`src/rtl/nvdla_dbb_sram_slave_if.sv`:
```
// NVDLA DBB channel bundle (AW, AR, W, B, R) with 4-bit burst length and
// 8-bit transaction ids. The slave modport is the responder view.
interface nvdla_dbb_intf #(
  parameter int ADDR_WIDTH = 32,
  parameter int DATA_WIDTH = 64
);
  logic                    aw_valid;
  logic                    aw_ready;
  logic [ADDR_WIDTH-1:0]   aw_addr;
  logic [3:0]              aw_len;
  logic [7:0]              aw_id;

  logic                    ar_valid;
  logic                    ar_ready;
  logic [ADDR_WIDTH-1:0]   ar_addr;
  logic [3:0]              ar_len;
  logic [7:0]              ar_id;

  logic                    w_valid;
  logic                    w_ready;
  logic [DATA_WIDTH-1:0]   w_data;
  logic [DATA_WIDTH/8-1:0] w_strb;
  logic                    w_last;

  logic                    b_valid;
  logic                    b_ready;
  logic [7:0]              b_id;

  logic                    r_valid;
  logic                    r_ready;
  logic [DATA_WIDTH-1:0]   r_data;
  logic [7:0]              r_id;
  logic                    r_last;

  modport slave (
    input  aw_valid, aw_addr, aw_len, aw_id,
    output aw_ready,
    input  ar_valid, ar_addr, ar_len, ar_id,
    output ar_ready,
    input  w_valid, w_data, w_strb, w_last,
    output w_ready,
    output b_valid, b_id,
    input  b_ready,
    output r_valid, r_data, r_id, r_last,
    input  r_ready
  );

  modport master (
    output aw_valid, aw_addr, aw_len, aw_id,
    input  aw_ready,
    output ar_valid, ar_addr, ar_len, ar_id,
    input  ar_ready,
    output w_valid, w_data, w_strb, w_last,
    input  w_ready,
    input  b_valid, b_id,
    output b_ready,
    input  r_valid, r_data, r_id, r_last,
    output r_ready
  );
endinterface

```
`src/rtl/nvdla_dbb_sram_slave.sv`:
```
// DBB responder: services one write or read burst at a time against a
// single-port req/gnt memory with fixed 1-cycle read latency. Read data is
// staged in a 2-entry FIFO so the master can stall R without losing beats.
// Optional feature: define NVDLA_DBB_SRAM_SLAVE_RR_ARB_EN for round-robin
// AR/AW arbitration in IDLE; otherwise reads always win over writes.
module nvdla_dbb_sram_slave #(
  parameter int ADDR_WIDTH     = 32,
  parameter int DATA_WIDTH     = 64,
  parameter int MEM_ADDR_WIDTH = 16
) (
  input  logic                      clk,
  input  logic                      rst_n,
  nvdla_dbb_intf.slave              dbb,
  output logic                      mem_req,
  input  logic                      mem_gnt,
  output logic                      mem_we,
  output logic [MEM_ADDR_WIDTH-1:0] mem_addr,
  output logic [DATA_WIDTH/8-1:0]   mem_be,
  output logic [DATA_WIDTH-1:0]     mem_wdata,
  input  logic                      mem_rvalid,
  input  logic [DATA_WIDTH-1:0]     mem_rdata,
  output logic                      protocol_err
);

  localparam int BE_WIDTH = DATA_WIDTH / 8;
  localparam int OFFS     = $clog2(BE_WIDTH);

  typedef enum logic [1:0] {IDLE, WR, WRESP, RD} state_e;

  state_e                    state_q;
  logic [MEM_ADDR_WIDTH-1:0] addr_q;
  logic [MEM_ADDR_WIDTH-1:0] addr_d;
  logic [3:0]                beats_q;
  logic [7:0]                id_q;
  logic [4:0]                reqLeft_q;
  logic                      outstanding_q;
  logic                      protoErr_q;
  logic [DATA_WIDTH-1:0]     fifo_q [2];
  logic                      wrPtr_q;
  logic                      rdPtr_q;
  logic [1:0]                count_q;
  logic [1:0]                count_d;

  logic [ADDR_WIDTH-1:0]     awWord;
  logic [ADDR_WIDTH-1:0]     arWord;
  logic                      unusedWordBits;
  logic                      rdSel;
  logic                      arFire;
  logic                      awFire;
  logic                      wFire;
  logic                      popFire;
  logic                      pushFire;
  logic [1:0]                occupancy;
  logic                      rdIssue;
  logic                      rdGrant;
  logic                      finalBeat;

  // Byte addresses become word addresses; only the low MEM_ADDR_WIDTH bits matter
  assign awWord         = dbb.aw_addr >> OFFS;
  assign arWord         = dbb.ar_addr >> OFFS;
  assign unusedWordBits = ^{awWord, arWord};

`ifdef NVDLA_DBB_SRAM_SLAVE_RR_ARB_EN
  logic lastRead_q;

  // The channel served last yields when both request at once
  assign rdSel = dbb.ar_valid && (!dbb.aw_valid || !lastRead_q);

  // Remember which channel won the most recent IDLE handshake
  always_ff @(posedge clk or negedge rst_n) begin
    if (!rst_n) begin
      lastRead_q <= 1'b0;
    end else if (arFire) begin
      lastRead_q <= 1'b1;
    end else if (awFire) begin
      lastRead_q <= 1'b0;
    end
  end
`else
  assign rdSel = dbb.ar_valid;
`endif

  assign finalBeat    = (beats_q == 4'd0);
  assign dbb.ar_ready = (state_q == IDLE) && rdSel;
  assign dbb.aw_ready = (state_q == IDLE) && dbb.aw_valid && !rdSel;
  assign arFire       = dbb.ar_valid && dbb.ar_ready;
  assign awFire       = dbb.aw_valid && dbb.aw_ready;

  assign dbb.w_ready  = (state_q == WR) && mem_gnt;
  assign wFire        = dbb.w_valid && dbb.w_ready;

  assign dbb.b_valid  = (state_q == WRESP);
  assign dbb.b_id     = id_q;

  assign dbb.r_valid  = (count_q != 2'd0);
  assign dbb.r_data   = fifo_q[rdPtr_q];
  assign dbb.r_id     = id_q;
  assign dbb.r_last   = dbb.r_valid && finalBeat;
  assign popFire      = dbb.r_valid && dbb.r_ready;
  assign pushFire     = mem_rvalid && (state_q == RD);

  assign occupancy    = {1'b0, outstanding_q} + count_q;
  assign rdIssue      = (state_q == RD) && (reqLeft_q != 5'd0) && (occupancy < 2'd2);
  assign rdGrant      = rdIssue && mem_gnt;

  assign addr_d       = addr_q + 1'b1;
  assign protocol_err = protoErr_q;

  // Memory port follows W directly in WR and the read issuer in RD
  always_comb begin
    mem_req   = 1'b0;
    mem_we    = 1'b0;
    mem_addr  = '0;
    mem_be    = '0;
    mem_wdata = '0;
    case (state_q)
      WR: begin
        mem_req   = dbb.w_valid;
        mem_we    = 1'b1;
        mem_addr  = addr_q;
        mem_be    = dbb.w_strb;
        mem_wdata = dbb.w_data;
      end
      RD: begin
        mem_req   = rdIssue;
        mem_addr  = addr_q;
        mem_be    = '1;
      end
      default: ;
    endcase
  end

  // Burst sequencing; beats_q counts down to the final beat of either direction
  always_ff @(posedge clk or negedge rst_n) begin
    if (!rst_n) begin
      state_q    <= IDLE;
      addr_q     <= '0;
      beats_q    <= '0;
      id_q       <= '0;
      reqLeft_q  <= '0;
      protoErr_q <= 1'b0;
    end else begin
      case (state_q)
        IDLE: begin
          if (arFire) begin
            addr_q    <= arWord[MEM_ADDR_WIDTH-1:0];
            beats_q   <= dbb.ar_len;
            id_q      <= dbb.ar_id;
            reqLeft_q <= {1'b0, dbb.ar_len} + 5'd1;
            state_q   <= RD;
          end else if (awFire) begin
            addr_q    <= awWord[MEM_ADDR_WIDTH-1:0];
            beats_q   <= dbb.aw_len;
            id_q      <= dbb.aw_id;
            state_q   <= WR;
          end
        end
        WR: begin
          if (wFire) begin
            addr_q <= addr_d;
            if (dbb.w_last != finalBeat) begin
              protoErr_q <= 1'b1;
            end
            if (finalBeat) begin
              state_q <= WRESP;
            end else begin
              beats_q <= beats_q - 4'd1;
            end
          end
        end
        WRESP: begin
          if (dbb.b_ready) begin
            state_q <= IDLE;
          end
        end
        RD: begin
          if (rdGrant) begin
            addr_q    <= addr_d;
            reqLeft_q <= reqLeft_q - 5'd1;
          end
          if (popFire) begin
            if (finalBeat) begin
              state_q <= IDLE;
            end else begin
              beats_q <= beats_q - 4'd1;
            end
          end
        end
        default: state_q <= IDLE;
      endcase
    end
  end

  // Track the single in-flight read between grant and its data return
  always_ff @(posedge clk or negedge rst_n) begin
    if (!rst_n) begin
      outstanding_q <= 1'b0;
    end else if (rdGrant) begin
      outstanding_q <= 1'b1;
    end else if (mem_rvalid) begin
      outstanding_q <= 1'b0;
    end
  end

  // Occupancy moves only when exactly one of push/pop happens
  always_comb begin
    count_d = count_q;
    if (pushFire && !popFire) begin
      count_d = count_q + 2'd1;
    end else if (popFire && !pushFire) begin
      count_d = count_q - 2'd1;
    end
  end

  // Two-entry read data FIFO, flushed by reset
  always_ff @(posedge clk or negedge rst_n) begin
    if (!rst_n) begin
      for (int i = 0; i < 2; i++) begin
        fifo_q[i] <= '0;
      end
      wrPtr_q <= 1'b0;
      rdPtr_q <= 1'b0;
      count_q <= 2'd0;
    end else begin
      if (pushFire) begin
        fifo_q[wrPtr_q] <= mem_rdata;
        wrPtr_q         <= ~wrPtr_q;
      end
      if (popFire) begin
        rdPtr_q <= ~rdPtr_q;
      end
      count_q <= count_d;
    end
  end

endmodule

```
`src/flat_wrapper.sv`:
```
// flat-port wrapper written by rule: the top's interface ports become plain ports
module nvdla_dbb_sram_slave_flat 
#(
  parameter int ADDR_WIDTH     = 32,
  parameter int DATA_WIDTH     = 64,
  parameter int MEM_ADDR_WIDTH = 16
)
  (clk, rst_n, mem_req, mem_gnt, mem_we, mem_addr, mem_be, mem_wdata, mem_rvalid, mem_rdata, protocol_err, dbb_aw_valid, dbb_aw_addr, dbb_aw_len, dbb_aw_id, dbb_aw_ready, dbb_ar_valid, dbb_ar_addr, dbb_ar_len, dbb_ar_id, dbb_ar_ready, dbb_w_valid, dbb_w_data, dbb_w_strb, dbb_w_last, dbb_w_ready, dbb_b_valid, dbb_b_id, dbb_b_ready, dbb_r_valid, dbb_r_data, dbb_r_id, dbb_r_last, dbb_r_ready);
  nvdla_dbb_intf #(.ADDR_WIDTH(ADDR_WIDTH), .DATA_WIDTH(DATA_WIDTH)) dbb_i ();
  input  logic clk;
  input  logic rst_n;
  output logic mem_req;
  input  logic mem_gnt;
  output logic mem_we;
  output logic [MEM_ADDR_WIDTH-1:0] mem_addr;
  output logic [DATA_WIDTH/8-1:0] mem_be;
  output logic [DATA_WIDTH-1:0] mem_wdata;
  input  logic mem_rvalid;
  input  logic [DATA_WIDTH-1:0] mem_rdata;
  output logic protocol_err;
  input wire logic [$bits(dbb_i.aw_valid)-1:0] dbb_aw_valid;
  input wire logic [$bits(dbb_i.aw_addr)-1:0] dbb_aw_addr;
  input wire logic [$bits(dbb_i.aw_len)-1:0] dbb_aw_len;
  input wire logic [$bits(dbb_i.aw_id)-1:0] dbb_aw_id;
  output wire logic [$bits(dbb_i.aw_ready)-1:0] dbb_aw_ready;
  input wire logic [$bits(dbb_i.ar_valid)-1:0] dbb_ar_valid;
  input wire logic [$bits(dbb_i.ar_addr)-1:0] dbb_ar_addr;
  input wire logic [$bits(dbb_i.ar_len)-1:0] dbb_ar_len;
  input wire logic [$bits(dbb_i.ar_id)-1:0] dbb_ar_id;
  output wire logic [$bits(dbb_i.ar_ready)-1:0] dbb_ar_ready;
  input wire logic [$bits(dbb_i.w_valid)-1:0] dbb_w_valid;
  input wire logic [$bits(dbb_i.w_data)-1:0] dbb_w_data;
  input wire logic [$bits(dbb_i.w_strb)-1:0] dbb_w_strb;
  input wire logic [$bits(dbb_i.w_last)-1:0] dbb_w_last;
  output wire logic [$bits(dbb_i.w_ready)-1:0] dbb_w_ready;
  output wire logic [$bits(dbb_i.b_valid)-1:0] dbb_b_valid;
  output wire logic [$bits(dbb_i.b_id)-1:0] dbb_b_id;
  input wire logic [$bits(dbb_i.b_ready)-1:0] dbb_b_ready;
  output wire logic [$bits(dbb_i.r_valid)-1:0] dbb_r_valid;
  output wire logic [$bits(dbb_i.r_data)-1:0] dbb_r_data;
  output wire logic [$bits(dbb_i.r_id)-1:0] dbb_r_id;
  output wire logic [$bits(dbb_i.r_last)-1:0] dbb_r_last;
  input wire logic [$bits(dbb_i.r_ready)-1:0] dbb_r_ready;
  assign dbb_i.aw_valid = dbb_aw_valid;
  assign dbb_i.aw_addr = dbb_aw_addr;
  assign dbb_i.aw_len = dbb_aw_len;
  assign dbb_i.aw_id = dbb_aw_id;
  assign dbb_aw_ready = dbb_i.aw_ready;
  assign dbb_i.ar_valid = dbb_ar_valid;
  assign dbb_i.ar_addr = dbb_ar_addr;
  assign dbb_i.ar_len = dbb_ar_len;
  assign dbb_i.ar_id = dbb_ar_id;
  assign dbb_ar_ready = dbb_i.ar_ready;
  assign dbb_i.w_valid = dbb_w_valid;
  assign dbb_i.w_data = dbb_w_data;
  assign dbb_i.w_strb = dbb_w_strb;
  assign dbb_i.w_last = dbb_w_last;
  assign dbb_w_ready = dbb_i.w_ready;
  assign dbb_b_valid = dbb_i.b_valid;
  assign dbb_b_id = dbb_i.b_id;
  assign dbb_i.b_ready = dbb_b_ready;
  assign dbb_r_valid = dbb_i.r_valid;
  assign dbb_r_data = dbb_i.r_data;
  assign dbb_r_id = dbb_i.r_id;
  assign dbb_r_last = dbb_i.r_last;
  assign dbb_i.r_ready = dbb_r_ready;
  nvdla_dbb_sram_slave #(.ADDR_WIDTH(ADDR_WIDTH), .DATA_WIDTH(DATA_WIDTH), .MEM_ADDR_WIDTH(MEM_ADDR_WIDTH)) u_core (.clk(clk), .rst_n(rst_n), .dbb(dbb_i), .mem_req(mem_req), .mem_gnt(mem_gnt), .mem_we(mem_we), .mem_addr(mem_addr), .mem_be(mem_be), .mem_wdata(mem_wdata), .mem_rvalid(mem_rvalid), .mem_rdata(mem_rdata), .protocol_err(protocol_err));
endmodule
```
`config.mk`:
```
export PLATFORM = sky130hd
export DESIGN_NAME = nvdla_dbb_sram_slave_flat
export DESIGN_NICKNAME = d
export VERILOG_FILES = /design/src/rtl/nvdla_dbb_sram_slave_if.sv /design/src/rtl/nvdla_dbb_sram_slave.sv /design/src/flat_wrapper.sv
export SDC_FILE = /design/constraint.sdc
export NUM_CORES = 1
export LEC_CHECK = 0
export CAP_MARGIN = 20
export CORE_AREA = 2 2 160 162
export CTS_BUF_LIST = sky130_fd_sc_hd__clkbuf_4
export DETAILED_ROUTE_END_ITERATION = 7
export DIE_AREA = 0 0 162 164
export GPL_TIMING_DRIVEN = 0
export PLACE_DENSITY = 0.78
export SLEW_MARGIN = 10
export SYNTH_ARGS = -nofsm -noshare
export SYNTH_HDL_FRONTEND = slang
export SYNTH_SLANG_ARGS = --single-unit
```
`constraint.sdc`:
```
create_clock -name clk -period 4.9 [get_ports clk]
set_clock_uncertainty 0.15 [all_clocks]
set_input_delay 0.98 -clock clk [delete_from_list [all_inputs] [get_ports clk]]
set_output_delay 0.98 -clock clk [all_outputs]
set_load 0.01 [all_outputs]
```
# Yosys cells after proc, flatten, opt, wreduce, memory -nomap -nowiden
# Index checks and enable logic that the tools add are counted.
[word_totals]
input_bits = 234
out_inout_bits = 177
elab_cells = 113
regBits = 169
[classes]
eq_ne = 12
add_sub_neg = 7
magnitude_cmp = 4
bitwise_logic = 4
mux = 39
n_reduce_logical = 35
[op_table]
columns = ["cell", "n"]
rows = [
  ["two-way mux 64 bit", 5],
  ["bitwise mux 128 bit", 1],
  ["two-way mux 16 bit", 5],
  ["demux 64 bit (select 1 bit)", 1],
  ["one-hot mux 16 bit (3 select lines)", 1],
  ["two-way mux 4 bit", 5],
  ["two-way mux 2 bit", 9],
  ["adder 16 x 1 -> 16 bit, second input constant", 1],
  ["logical AND 1 bit", 16],
  ["two-way mux 8 bit", 2],
  ["one-hot mux 8 bit (2 select lines)", 1],
  ["!= test 2 x 1 -> 1 bit, second input constant", 7],
  ["one-hot mux 4 bit (3 select lines)", 1],
  ["two-way mux 5 bit", 2],
  ["one-hot mux 5 bit (2 select lines)", 1],
  ["nonzero test 2 bit", 5],
  ["one-hot mux 2 bit (4 select lines)", 1],
  ["AND reduction 4 bit", 2],
  ["AND reduction 3 bit", 2],
  ["AND reduction 6 bit", 1],
  ["adder 4 x 1 -> 5 bit, second input constant", 1],
  ["nonzero test 5 bit", 1],
  ["subtractor 5 x 1 -> 5 bit, second input constant", 1],
  ["== test 2 bit, second input constant", 2],
  ["20 further kinds", 27],
]

# Depth between registers and ports, before layout
[logic_depth]
word_depth = 7
depth_mapped = 9
depth_no_buf = 6

# Least setup slack after synthesis
# Ideal clock, no wire load.
[synth_timing]
path_kind = "input -> output"
start = "input dbb_ar_valid"
end = "output dbb_ar_ready"
path_slack_ns = 2.042
arrival_ns = 1.728
required_time_ns = 3.770
path_buffers = 2
stages = 4
cell_sequence = "buf_2 -> nand2_2 -> clkbuf_1 -> inv_1"
[synth_between]
elab_chain_len = 1
[synth_lines]
columns = ["item", "line_no", "text"]
rows = [
  ["from (decl)", "flat_wrapper.sv:26", "input wire logic [$bits(dbb_i.ar_valid)-1:0] dbb_ar_valid;"],
  ["logical AND 1 bit", "nvdla_dbb_sram_slave.sv:84", "assign dbb.ar_ready = (state_q == IDLE) && rdSel;"],
  ["to (decl)", "flat_wrapper.sv:30", "output wire logic [$bits(dbb_i.ar_ready)-1:0] dbb_ar_ready;"],
]
# Every way passes these cells.

# Worst setup path after layout
# Ends and elaborated chain as after synthesis.

==> results.tsv <==
metric	value	unit
cellLeakagePower	5.70	nW
reg2reg_depth	9	
syn2layout_area_growth	49.7	%
initial_utilization	36.4	%
crit_path_start_kind	primary input	
drtIter0Drc	663	
fin_crit_sh	90.2	%
grt_max_degree	91	
grt_pass1_wl	45000	um
place_hpwl	23300	um
worstPathMaxFanout	10	
yosysWarnings	0	
fin_setup_tns	0	ns
r2r_setup_slack	2.30	ns
htreeDepth	4	
fmax	226	MHz
antenna_found_initial	1	
hold_viol_final	0	
ys_seq_area_share	46.8	%
detail_route.vias_per_cell	5.10	
end_kind	output port	
io_buffers	377	
synth_area_per_cell	11.6	um2
setup_viol	0	
drv_cap	0	
num_vias	7739	
cts_tree	yes	
fp.dieArea	26600	um2
synth_edf_count	0	
core_area	24800	um2
tightest_slew	0.717	ns
first_pass_iters	6	
fp.dieH	164	um
drive_above_1_share	23.7	%
mappedNetlistNets	1021	
synth_top_flop_cell	dfrtp_1	
utilization	54.5	%
overflow	0	
period_needed	4.42	ns
rsz0062_at_grt	false	
fp.dieW	162	um
clock-sinks	169	
clk_latency	0.54	ns
num_io_pins	411	
ys_types	57	
syn-cell-area	9030	um2
relSlewSlack	52.1	%
critPathRequiredTime	3.77	ns
cts-root-buf	clkbuf_4	
post_cts_buffers	0	
grt_usage	22.0	%
clock_path_buffers	2	
wl_per_cell	19.6	um
whs	0.232	ns
timing.rr.end	u_core.addr_q[12]	
row_count	58	
antenna_left	0	
async_flop_share	100	%
slew_violations	0	
irDropWorstVdd	0.000248	V
cts_resized	0	
worstPathArrival	3.29	ns
r2r-start	u_core.state_q[1]	
clkTransAtPathRegs	0.16	ns
synthCells	776	
finalNetCount	1418	
remaining_drc_errors	0	
gp_congestion	0.896	
status	finished, final reports clean	
postCtsHoldBufs	0	
power-per-cell-area	622	nW/um2
hold_class	primary input to asynchronous set/reset pin	
numCtsBuffers	17	
grt_pass1_vias	8043	
totalWireLength	29700	um
crit_type	primary input to output port	
ys_seq_elements	169	
finalPower	8.41	mW
cell families after synthesis:
kind of cell | Yosys count | synth area share, %
flip-flops | 169 | 46.8
XOR/XNOR | 8 | 0.776
adder cells (fa/ha/maj) | 11 | 1.52
buffers and inverters | 74 | 3.93
multiplexers | 213 | 26.4
AO/OA/AOI/OAI | 113 | 8.71
AND/OR/NAND/NOR | 188 | 11.9
state kept, by name (all words and copies together), names as in the netlist:
name                  cells
u_core.addr_q            16
u_core.beats_q            4
u_core.count_q            2
u_core.dbb.b_id           8
u_core.fifo_q           128
u_core.outstanding_q      1
u_core.protocol_err       1
u_core.rdPtr_q            1
u_core.reqLeft_q          5
u_core.state_q            2
u_core.wrPtr_q            1
report_power, final:
| part | switching, mW | total (mW) | internal [mW] |
|---|---|---|---|
| Sequential | 0.417 | 2.50 | 2.08 |
| Clock | 0.530 | 0.801 | 0.271 |
| Combinational | 2.26 | 5.11 | 2.85 |
| Total | 3.20 | 8.41 | 5.20 |
worst max-delay path: stages:
cell and delay [ns]:
clkdlybuf4s50_1 0.48, buf_2 0.31, nand2_2 0.29, clkbuf_1 0.40, inv_1 0.20, clkdlybuf4s50_1 0.62
synthesized netlist by cell type (13+ instances only):
| library cell | instances | area (um2) |
|---|---|---|
| buf_2 | 20 | 100 |
| a21oi_1 | 28 | 140 |
| o22ai_1 | 19 | 119 |
| dfrtp_1 | 169 | 4230 |
| mux2_2 | 200 | 2250 |
| nand2_1 | 31 | 116 |
| nand3_1 | 13 | 65.1 |
| clkbuf_1 | 28 | 105 |
| nor2_1 | 15 | 56.3 |
| o21ai_0 | 15 | 75.1 |
| mux2i_1 | 13 | 130 |
| and2_1 | 80 | 500 |
| inv_1 | 13 | 48.8 |
placed cells by master (no fill, tap or decap), types with 4 or more instances in the layout:
master / instances
nand2_1: 31
dfrtp_1: 169
clkbuf_1: 28
a31oi_1: 11
clkbuf_4: 18
mux2_2: 200
nand3_1: 13
xnor2_1: 4
o32ai_1: 4
o22ai_1: 19
nor4_1: 5
clkdlybuf4s50_1: 376
nand4_1: 5
inv_1: 13
a211oi_1: 6
o21ai_0: 15
a22o_1: 5
buf_2: 20
nand2b_1: 5
mux2i_1: 13
nor2_1: 15
buf_4: 10
nor3_1: 9
and2_1: 80
xor2_1: 4
and3_1: 6
a21oi_1: 28
ha_1: 11
inv_6: 4
how the worst max path moves through the flow:
stage                      start            endpoint  slack, ns  cells past startpoint
3_5_place_dp        dbb_ar_valid        dbb_ar_ready       0.49                      6
3_3_place_gp               rst_n  u_core.dbb.b_id[2]      -4.31                      1
2_1_floorplan       dbb_ar_valid        dbb_ar_ready       2.04                      4
6_report            dbb_ar_valid        dbb_ar_ready       0.48                      6
5_1_grt        u_core.state_q[1]       mem_wdata[61]       0.17                      7
4_1_cts        u_core.state_q[1]       mem_wdata[61]       0.32                      7
metal layers:
| metal | wire, um | vias up | GRT usage (%) | part of all wire [%] |
|---|---|---|---|---|
| met5 | 0 | - | 0 | 0 |
| met2 | 15200 | 353 | 39.0 | 51 |
| li1 | - | 3584 | - | - |
| met1 | 11600 | 3761 | 26.4 | 39 |
| met4 | 774 | 0 | 6.56 | 2.6 |
| met3 | 2200 | 41 | 5.51 | 7.4 |
cell type report:
class | instances | area (um2)
diodes | 1 | 2.50
plain buffers | 60 | 303
clock buffers | 18 | 135
clock inverters | 13 | 135
fillers | 2157 | 11300
inverters | 14 | 52.6
multi-input cells | 533 | 4450
flip-flops and latches | 169 | 4230
well taps | 330 | 413
repair buffers | 378 | 3810
metrics by stage:
step | setup WS (ns) | instances | cell area (um2)
2_1_floorplan | 2.04 | 776 | 9030
3_3_place_gp | -4.31 | 1483 | 13200
3_5_place_dp | 0.490 | 1484 | 13300
4_1_cts | 0.325 | 1515 | 13500
5_1_grt | 0.166 | 1516 | 13500
6_report | 0.481 | 1516 | 13500
Note: power is estimated with default switching activity, not from simulation.
